[src/rtl/stream_mux_pkg.sv]
// -----------------------------------------------------------------------------
// stream_mux_pkg
// Shared definitions for the stream_mux_rr streaming multiplexer.
//   MODE_FIXED / MODE_RR : encodings of the 'mode' input.
//   next_ptr()           : round-robin pointer successor, wrapping at n_ch-1
//                          (not at a power of two, so odd channel counts work).
// -----------------------------------------------------------------------------
package stream_mux_pkg;

  localparam logic MODE_FIXED = 1'b0;
  localparam logic MODE_RR    = 1'b1;

  // Successor of channel 'cur' in a ring of n_ch channels.
  function automatic int unsigned next_ptr(input int unsigned cur,
                                           input int unsigned n_ch);
    if ((cur + 32'd1) >= n_ch) begin
      return 32'd0;
    end else begin
      return cur + 32'd1;
    end
  endfunction

endpackage

[src/rtl/rr_arbiter.sv]
// -----------------------------------------------------------------------------
// rr_arbiter
// Combinational rotate-priority picker: returns the first requesting channel
// found when searching ptr_i, ptr_i+1, ... with wrap at N_CH-1 -> 0.
// Ports:
//   req_i  [N_CH-1:0] request vector (one bit per channel)
//   ptr_i  [SW-1:0]   highest-priority channel this cycle (must be < N_CH)
//   gnt_o  [SW-1:0]   granted channel index (0 when nothing requests)
//   any_o             at least one request present
// -----------------------------------------------------------------------------
module rr_arbiter #(
  parameter  int N_CH = 4,
  localparam int SW   = $clog2(N_CH)
) (
  input  logic [N_CH-1:0] req_i,
  input  logic [SW-1:0]   ptr_i,
  output logic [SW-1:0]   gnt_o,
  output logic            any_o
);

  // One extra bit so ptr + offset cannot overflow before the wrap.
  logic [SW:0] sum_s;
  logic [SW:0] idx_s;

  // Rotating search for the first requester starting at the pointer
  always_comb begin
    gnt_o = '0;
    any_o = 1'b0;
    sum_s = '0;
    idx_s = '0;
    for (int i = 0; i < N_CH; i++) begin
      sum_s = {1'b0, ptr_i} + (SW+1)'(i);
      idx_s = (sum_s >= (SW+1)'(N_CH)) ? (sum_s - (SW+1)'(N_CH)) : sum_s;
      if (!any_o && req_i[idx_s[SW-1:0]]) begin
        any_o = 1'b1;
        gnt_o = idx_s[SW-1:0];
      end else begin
        // earlier hit already has priority, or this channel is idle
        any_o = any_o;
      end
    end
  end

endmodule

[src/rtl/stream_mux_rr.sv]
// -----------------------------------------------------------------------------
// stream_mux_rr
// N_CH-input, W-bit streaming multiplexer with valid/ready on every port and a
// registered output stage. mode = 0 selects channel 'sel'; mode = 1 arbitrates
// round-robin among valid channels.
// Optional feature macro: STREAM_MUX_PKT_LOCK_EN -- when defined, a packet that
// starts on a channel keeps the grant until its in_last beat transfers.
// Ports:
//   clk, rst        clock, synchronous active-high reset
//   mode, sel       grant mode, fixed-mode channel select
//   in_data/last/valid, in_ready   per-channel input streams (flattened data)
//   out_data/last/ch/valid, out_ready  registered output stream
// -----------------------------------------------------------------------------
module stream_mux_rr
  import stream_mux_pkg::*;
#(
  parameter  int N_CH = 4,
  parameter  int W    = 8,
  localparam int SW   = $clog2(N_CH)
) (
  input  logic              clk,
  input  logic              rst,
  input  logic              mode,
  input  logic [SW-1:0]     sel,
  input  logic [N_CH*W-1:0] in_data,
  input  logic [N_CH-1:0]   in_last,
  input  logic [N_CH-1:0]   in_valid,
  output logic [N_CH-1:0]   in_ready,
  output logic [W-1:0]      out_data,
  output logic              out_last,
  output logic [SW-1:0]     out_ch,
  output logic              out_valid,
  input  logic              out_ready
);

  logic            out_valid_q, out_valid_d;
  logic [W-1:0]    out_data_q,  out_data_d;
  logic            out_last_q,  out_last_d;
  logic [SW-1:0]   out_ch_q,    out_ch_d;
  logic [SW-1:0]   ptr_q,       ptr_d;
`ifdef STREAM_MUX_PKT_LOCK_EN
  logic            lock_q,      lock_d;
  logic [SW-1:0]   lock_ch_q,   lock_ch_d;
`endif

  logic            load_s;
  logic [SW-1:0]   rr_gnt_s;
  logic            rr_any_s;
  logic [SW-1:0]   g_s;
  logic            grant_ok_s;
  logic [N_CH-1:0] sel_oh_s;
  logic [W-1:0]    mux_data_s;
  logic            mux_last_s;
  logic            xfer_s;
  logic            ptr_step_s;

  // Output register can take a new beat when empty or being drained.
  assign load_s = ~out_valid_q | out_ready;

  rr_arbiter #(.N_CH(N_CH)) u_arb (
    .req_i (in_valid),
    .ptr_i (ptr_q),
    .gnt_o (rr_gnt_s),
    .any_o (rr_any_s)
  );

  // Grant selection: mode mux, with an active packet lock taking precedence
  always_comb begin
    g_s        = '0;
    grant_ok_s = 1'b0;
    if (mode == MODE_RR) begin
      g_s        = rr_gnt_s;
      grant_ok_s = rr_any_s;
    end else begin
      g_s        = sel;
      // sel can exceed N_CH-1 when N_CH is not a power of two
      grant_ok_s = ({1'b0, sel} < (SW+1)'(N_CH));
    end
`ifdef STREAM_MUX_PKT_LOCK_EN
    if (lock_q) begin
      g_s        = lock_ch_q;
      grant_ok_s = 1'b1;
    end else begin
      // no packet in flight: keep the mode grant
      grant_ok_s = grant_ok_s;
    end
`endif
  end

  // One-hot decode of the grant and AND-OR selection of the granted beat
  always_comb begin
    sel_oh_s   = '0;
    mux_data_s = '0;
    mux_last_s = 1'b0;
    for (int k = 0; k < N_CH; k++) begin
      sel_oh_s[k] = (SW'(k) == g_s);
      mux_data_s  = mux_data_s | (in_data[k*W +: W] & {W{sel_oh_s[k]}});
      mux_last_s  = mux_last_s | (in_last[k] & sel_oh_s[k]);
    end
  end

  assign in_ready = sel_oh_s & {N_CH{load_s & grant_ok_s & ~rst}};
  assign xfer_s   = |(in_valid & in_ready);

`ifdef STREAM_MUX_PKT_LOCK_EN
  // With locking the pointer only moves past a channel at end of packet.
  assign ptr_step_s = mux_last_s;
`else
  assign ptr_step_s = 1'b1;
`endif

  // Next-state for the output register, RR pointer and packet lock
  always_comb begin
    out_valid_d = out_valid_q;
    out_data_d  = out_data_q;
    out_last_d  = out_last_q;
    out_ch_d    = out_ch_q;
    ptr_d       = ptr_q;
    if (load_s) begin
      out_valid_d = xfer_s;
    end else begin
      out_valid_d = out_valid_q;
    end
    if (xfer_s) begin
      out_data_d = mux_data_s;
      out_last_d = mux_last_s;
      out_ch_d   = g_s;
    end else begin
      // data registers hold so a stalled beat stays stable
      out_data_d = out_data_q;
    end
    if (xfer_s && (mode == MODE_RR) && ptr_step_s) begin
      ptr_d = SW'(next_ptr(32'(g_s), N_CH));
    end else begin
      ptr_d = ptr_q;
    end
`ifdef STREAM_MUX_PKT_LOCK_EN
    lock_d    = lock_q;
    lock_ch_d = lock_ch_q;
    if (xfer_s) begin
      lock_d    = ~mux_last_s;
      lock_ch_d = g_s;
    end else begin
      lock_d    = lock_q;
    end
`endif
  end

  // State registers with synchronous reset
  always_ff @(posedge clk) begin
    if (rst) begin
      out_valid_q <= 1'b0;
      out_data_q  <= '0;
      out_last_q  <= 1'b0;
      out_ch_q    <= '0;
      ptr_q       <= '0;
`ifdef STREAM_MUX_PKT_LOCK_EN
      lock_q      <= 1'b0;
      lock_ch_q   <= '0;
`endif
    end else begin
      out_valid_q <= out_valid_d;
      out_data_q  <= out_data_d;
      out_last_q  <= out_last_d;
      out_ch_q    <= out_ch_d;
      ptr_q       <= ptr_d;
`ifdef STREAM_MUX_PKT_LOCK_EN
      lock_q      <= lock_d;
      lock_ch_q   <= lock_ch_d;
`endif
    end
  end

  assign out_valid = out_valid_q;
  assign out_data  = out_data_q;
  assign out_last  = out_last_q;
  assign out_ch    = out_ch_q;

endmodule

[config.mk]
export PLATFORM = sky130hd
export DESIGN_NAME = stream_mux_rr
export DESIGN_NICKNAME = d
export VERILOG_FILES = /design/src/rtl/stream_mux_pkg.sv /design/src/rtl/rr_arbiter.sv /design/src/rtl/stream_mux_rr.sv
export SDC_FILE = /design/constraint.sdc
export NUM_CORES = 1
export LEC_CHECK = 0
export CAP_MARGIN = 40
export CORE_ASPECT_RATIO = 1.2
export CORE_MARGIN = 2
export CORE_UTILIZATION = 41
export CTS_CLUSTER_SIZE = 10
export DETAILED_ROUTE_END_ITERATION = 8
export PLACE_DENSITY = 0.85
export REMOVE_ABC_BUFFERS = 1
export SYNTH_ARGS = -nofsm -noshare
export SYNTH_HDL_FRONTEND = slang
export SYNTH_SLANG_ARGS = --single-unit
[constraint.sdc]
create_clock -name clk -period 5.9 [get_ports clk]
set_clock_uncertainty 0.15 [all_clocks]
set_input_delay 0.59 -clock clk [delete_from_list [all_inputs] [get_ports clk]]
set_output_delay 0.59 -clock clk [all_outputs]
set_load 0.01 [all_outputs]
# Word level (Yosys, flattened, before mapping)
# Cells that the tools add are included.
# classes
addsub	8
order_cmp	9
n_eq_ne	3
bitwise_logic	21
n_reduce_logical	9
muxes	23
# op_table
cell	n
$and A8 B8 Y8	4
$or A8 B8 Y8	3
$mux W2	10
$ge A3 B3 Y1 const B	4
$lt A2 B3 Y1 const B	4
$mux W1	9
$and A4 B4 Y4	2
$bmux W1 S2	4
$sub A2 B1 Y2 const B	4
$add A2 B1 Y3 const B	2
$add A2 B2 Y3 const B	2
$and A1 B1 Y1	6
$eq A2 B2 Y1 const A	2
$logic_and A1 B1 Y1	4
$or A1 B1 Y1	4
$reduce_or A4 Y1	1
$ge A2 B3 Y1 const B	1
$logic_not A1 Y1	3
$eq A1 B2 Y1 const A	1
$logic_not A2 Y1	1
$not A1 Y1	2
# word_totals
output_inout_bits	16
input_bits	46
regBits	14
word_cells	78

# Depth between registers and ports, before layout
# logic_depth
ltp_word	21
ltp_mapped	12
mapped_depth_nobuf	11

# By module
# Synthesis repeated with hierarchy kept, for this count alone.
# hier_totals
hier_cells	101
hier_area_um2	917.1
# by_module_without_submodules
mod	seq_area_each_um2	n_inst	area_per_inst_um2	cells_per_inst
stream_mux_rr	280.3	1	839.6	86
rr_arbiter	0.0	1	77.6	15

# Worst setup path before layout
# Ideal clock, no wire load.
# synth_path
path_kind	in2out
start	input port in_valid[3]
end	output port in_ready[2]
cell_stages	9
arrival_ps	2324
slack_ps	2836
path_buffers	2
required_ps	5160
path_cell_list	buf_4 -> mux4_1 -> nor2b_2 -> o21ai_2 -> o21a_2 -> inv_1 -> ha_1 -> clkbuf_1 -> and3_1
# synth_between
word_cells_on_any_way	28
cone_classes	eq/ne: 1; mux: 18; bitwise: 3; reduce/logical: 6
# synth_rtl
element	line_no	text
from (decl)	stream_mux_rr.sv:27	input logic [N_CH-1:0] in_valid,
$bmux W1 S2	rr_arbiter.sv:34	if (!any_o && req_i[idx_s[SW-1:0]]) begin
$mux W1 (not written as such)	rr_arbiter.sv:34	
$mux W1	rr_arbiter.sv:34	
$logic_not A1 Y1	rr_arbiter.sv:34	
$logic_and A1 B1 Y1	rr_arbiter.sv:34	
$mux W1	rr_arbiter.sv:34	
$logic_not A1 Y1	rr_arbiter.sv:34	
$logic_and A1 B1 Y1	rr_arbiter.sv:34	
$mux W1	rr_arbiter.sv:34	
$logic_not A1 Y1	rr_arbiter.sv:34	
$logic_and A1 B1 Y1	rr_arbiter.sv:34	
$mux W2 (*)	rr_arbiter.sv:34	
$mux W2 (*)	stream_mux_rr.sv:71	if (mode == MODE_RR) begin
net g_s[0]	stream_mux_rr.sv:49	logic [SW-1:0] g_s;
$eq A2 B2 Y1 (*)	stream_mux_rr.sv:96	sel_oh_s[k] = (SW'(k) == g_s);
$and A4 B4 Y4 (*)	stream_mux_rr.sv:102	assign in_ready = sel_oh_s & {N_CH{load_s & grant_ok_s & ~rst}};
to (decl)	stream_mux_rr.sv:28	output logic [N_CH-1:0] in_ready,
# Mark *: on every way through the listed nets, which the timed path passes. The rest lies on a longest branch. The select of a mux whose other input is x is not followed.

# Final worst setup path
# layout_path
start	input port in_valid[0]
end	output port in_ready[2]
# Same word-level chain as after synthesis.

==> impl_metrics.env <==
export IMPL_numCtsBuffers=3
export IMPL_drtIter0Drc=40
export IMPL_syn_area_um2=1090
export IMPL_grt_overflow_total=0
export IMPL_hold_depth=2
export IMPL_p_seq_share_pct=34.9
export IMPL_worstMarginPinSlew_ns=0.776
export IMPL_synthAdderAreaFrac_pct=4.59
export IMPL_placed_area_um2=1680
export IMPL_die_w_um=51.1
export IMPL_cts_max_path_buffers=2
export IMPL_port_buffers=61
export IMPL_finalWeightedCongestion=0.834
export IMPL_rr_worst_depth=11
export IMPL_antenna_found_initial=0
export IMPL_crit_path_end_kind="output pin"
export IMPL_leakage_nw=0.603
export IMPL_root_buffer="clkbuf_4"
export IMPL_clk_latency_ns=0.28
export IMPL_critPathKind="in -> out"
export IMPL_crit_path_start_kind="primary input"
export IMPL_io_pins=62
export IMPL_synth_area_mux_share_pct=3.33
export IMPL_wl_per_cell_um=16.1
export IMPL_yosysSeqAreaShare_pct=25.7
export IMPL_syn_inst=121
export IMPL_path_max_fanout=11
export IMPL_dp_cells=203
export IMPL_synth_warnings=0
export IMPL_vias=1168
export IMPL_whs_ns=0.368
export IMPL_fin_crit_sh_pct=70.9
export IMPL_critPathRequiredTime_ns=5.16
export IMPL_rows=20
export IMPL_rsz0062_at_grt="no"
export IMPL_avgViaCountPerCell=5.64
export IMPL_vdd_drop_max_v=0.000143
export IMPL_ctsResizeCount=0
export IMPL_cts_reportedPaths_clkPinSlew_ns=0.09
export IMPL_p_clk_share_pct=22.1
export IMPL_p_int_w=0.000219
export IMPL_synth_top_family_by_area="compound AO/OA/AOI/OAI gates"
export IMPL_netlist_top_cells_area="dfxtp_1 26%, a22oi_1 13%, a311oi_2 9.6%, nor2_1 4.8%, ha_1 4.6%"
export IMPL_drc=0
export IMPL_slew_headroom_pct=48.1
export IMPL_synth_simple_area_share_pct=16.9
export IMPL_drtAntennaViolNets=0
export IMPL_synth_most_common_cell="a22oi_1"
export IMPL_yosys_area_top_type="dfxtp_1"
export IMPL_synth_common_cells="19 x a22oi_1, 14 x dfxtp_1, 14 x nor2_1, 7 x a311oi_2, 7 x clkbuf_1"
export IMPL_synth_top_cell_area_share_pct=25.7
export IMPL_hp_class="reg -> reg"
export IMPL_grt_pass1_wl_mm=4.86
export IMPL_synth_edf_count=0
export IMPL_grt_start_max_net_pins=18
export IMPL_first_global_vias=1131
export IMPL_gr_usage_all_layers_pct=20.9
export IMPL_ys_ff_latch=14
export IMPL_hpwlAfterDp_mm=2.55
export IMPL_die_h_um=60.5
export IMPL_critical_path_arrival_ns=3.45
export IMPL_drv_cap=0
export IMPL_synth_cell_types=36
export IMPL_drive_above_1_share_pct=10.9
export IMPL_fillers=207
export IMPL_htreeDepth=1
export IMPL_synth_xor_area_share_pct=0
export IMPL_drt_pass1_iter_count=4
export IMPL_postSynth_asyncResetShare_pct=0
export IMPL_die_area_um2=3090
export IMPL_finalWirelength_mm=3.32
export IMPL_synth_compound_area_share_pct=40.9
export IMPL_core_area_um2=2530
export IMPL_start_util_pct=43.2
export IMPL_setup_viol=0
export IMPL_power_switching_w=0.000102
export IMPL_syn_area_per_cell_um2=9.02
export IMPL_fmax_mhz=239
export IMPL_combinationalPowerShare_pct=42.9
export IMPL_cts_tree="done"
export IMPL_synth_ff_type="dfxtp_1"
export IMPL_design_area_um2=1720
export IMPL_swShare_pct=31.8
export IMPL_nNetsFinal=225
export IMPL_cts_sinks=14
export IMPL_postCtsSetupBuffers=0
export IMPL_power_density_nw_per_um2=187
export IMPL_antennaDiodeCount=0
export IMPL_syn_to_final_growth_pct=57.2
export IMPL_final_cells=207
export IMPL_cts_hold_buf=0
export IMPL_final_max_slew_violation_count=0
export IMPL_final_min_clock_period_ns=4.19
export IMPL_status="completed"
export IMPL_hold_viol=0
export IMPL_fin_setup_tns_ns=0
-- kinds of logic after synthesis --
| group | Yosys count |
|---|---|
| buffers and inverters | 17 |
| multiplexers | 2 |
| AND/OR/NAND/NOR | 35 |
| AO/OA/AOI/OAI | 49 |
| adder cells (fa/ha/maj) | 4 |
| flip-flops | 14 |
-- state kept, by name (all words and copies together), names as in the netlist --
signal / flops
out_last: 1
out_ch: 2
ptr_q: 2
out_valid: 1
out_data: 8
-- stage by stage --
step	total power, W	setup WS, ns	util [%]
after global routing	0.000337	1.54	67.9
final	0.000321	1.71	67.9
after detailed placement	0.000252	1.71	66.4
after floorplan	0.000178	2.50	-
after CTS	0.000322	1.72	67.9
after global placement	0.000246	1.50	65.8
-- critical path, cell delays in order --
cell and delay (ns):
clkdlybuf4s50_1 0.58, mux4_1 0.58, nor2b_2 0.14, o21ai_2 0.08, o21a_2 0.17, inv_1 0.09
ha_1 0.44, and3_1 0.22, clkdlybuf4s50_1 0.54
-- power groups by stage --
stage	logic, W	registers, W	clock network (W)
6_report	0.000138	0.000112	0.0000711
5_1_grt	0.000148	0.000113	0.0000762
4_1_cts	0.000139	0.000112	0.0000720
3_5_place_dp	0.000138	0.000114	0
3_3_place_gp	0.000132	0.000114	0
2_1_floorplan	0.0000607	0.000118	0
-- metal layers --
layer	global-route usage, %	up-vias	wire (um)
li1	-	566	-
met1	22.8	543	1390
met2	38.4	57	1600
met3	4.93	2	309
met4	9.27	0	24
met5	0	-	0
-- path summary, 6_finish.rpt --
check | startpoint | end | slack (ns)
hold / removal | out_data[7]$_SDFFE_PP0P_ | out_data[7]$_SDFFE_PP0P_ | 0.37
setup reg to reg | ptr_q[1]$_SDFFE_PP0P_ | out_data[2]$_SDFFE_PP0P_ | 2.34
setup / recovery | in_valid[0] | in_ready[2] | 1.71
hold reg to reg | out_data[7]$_SDFFE_PP0P_ | out_data[7]$_SDFFE_PP0P_ | 0.37
-- layout by cell type, fill, tap and decap left out, types with 4 or more instances in the layout --
master / count
ha_1: 4
dfxtp_1: 14
a22oi_1: 19
nand2b_1: 4
nor2_1: 14
o21ai_0: 4
nand2_1: 4
clkdlybuf4s50_1: 61
and3_1: 4
a311oi_2: 7
inv_1: 4
-- final cells by class --
type	instances	area, um2	area share, %
Clock buffer	4	36.3	2.12
Timing Repair Buffer	62	626	36.5
Inverter	4	15.0	0.875
Multi-Input combinational cell	90	717	41.8
Sequential cell	14	280	16.3
Tap cell	33	41.3	2.41
(Power assumes the default switching activity.)
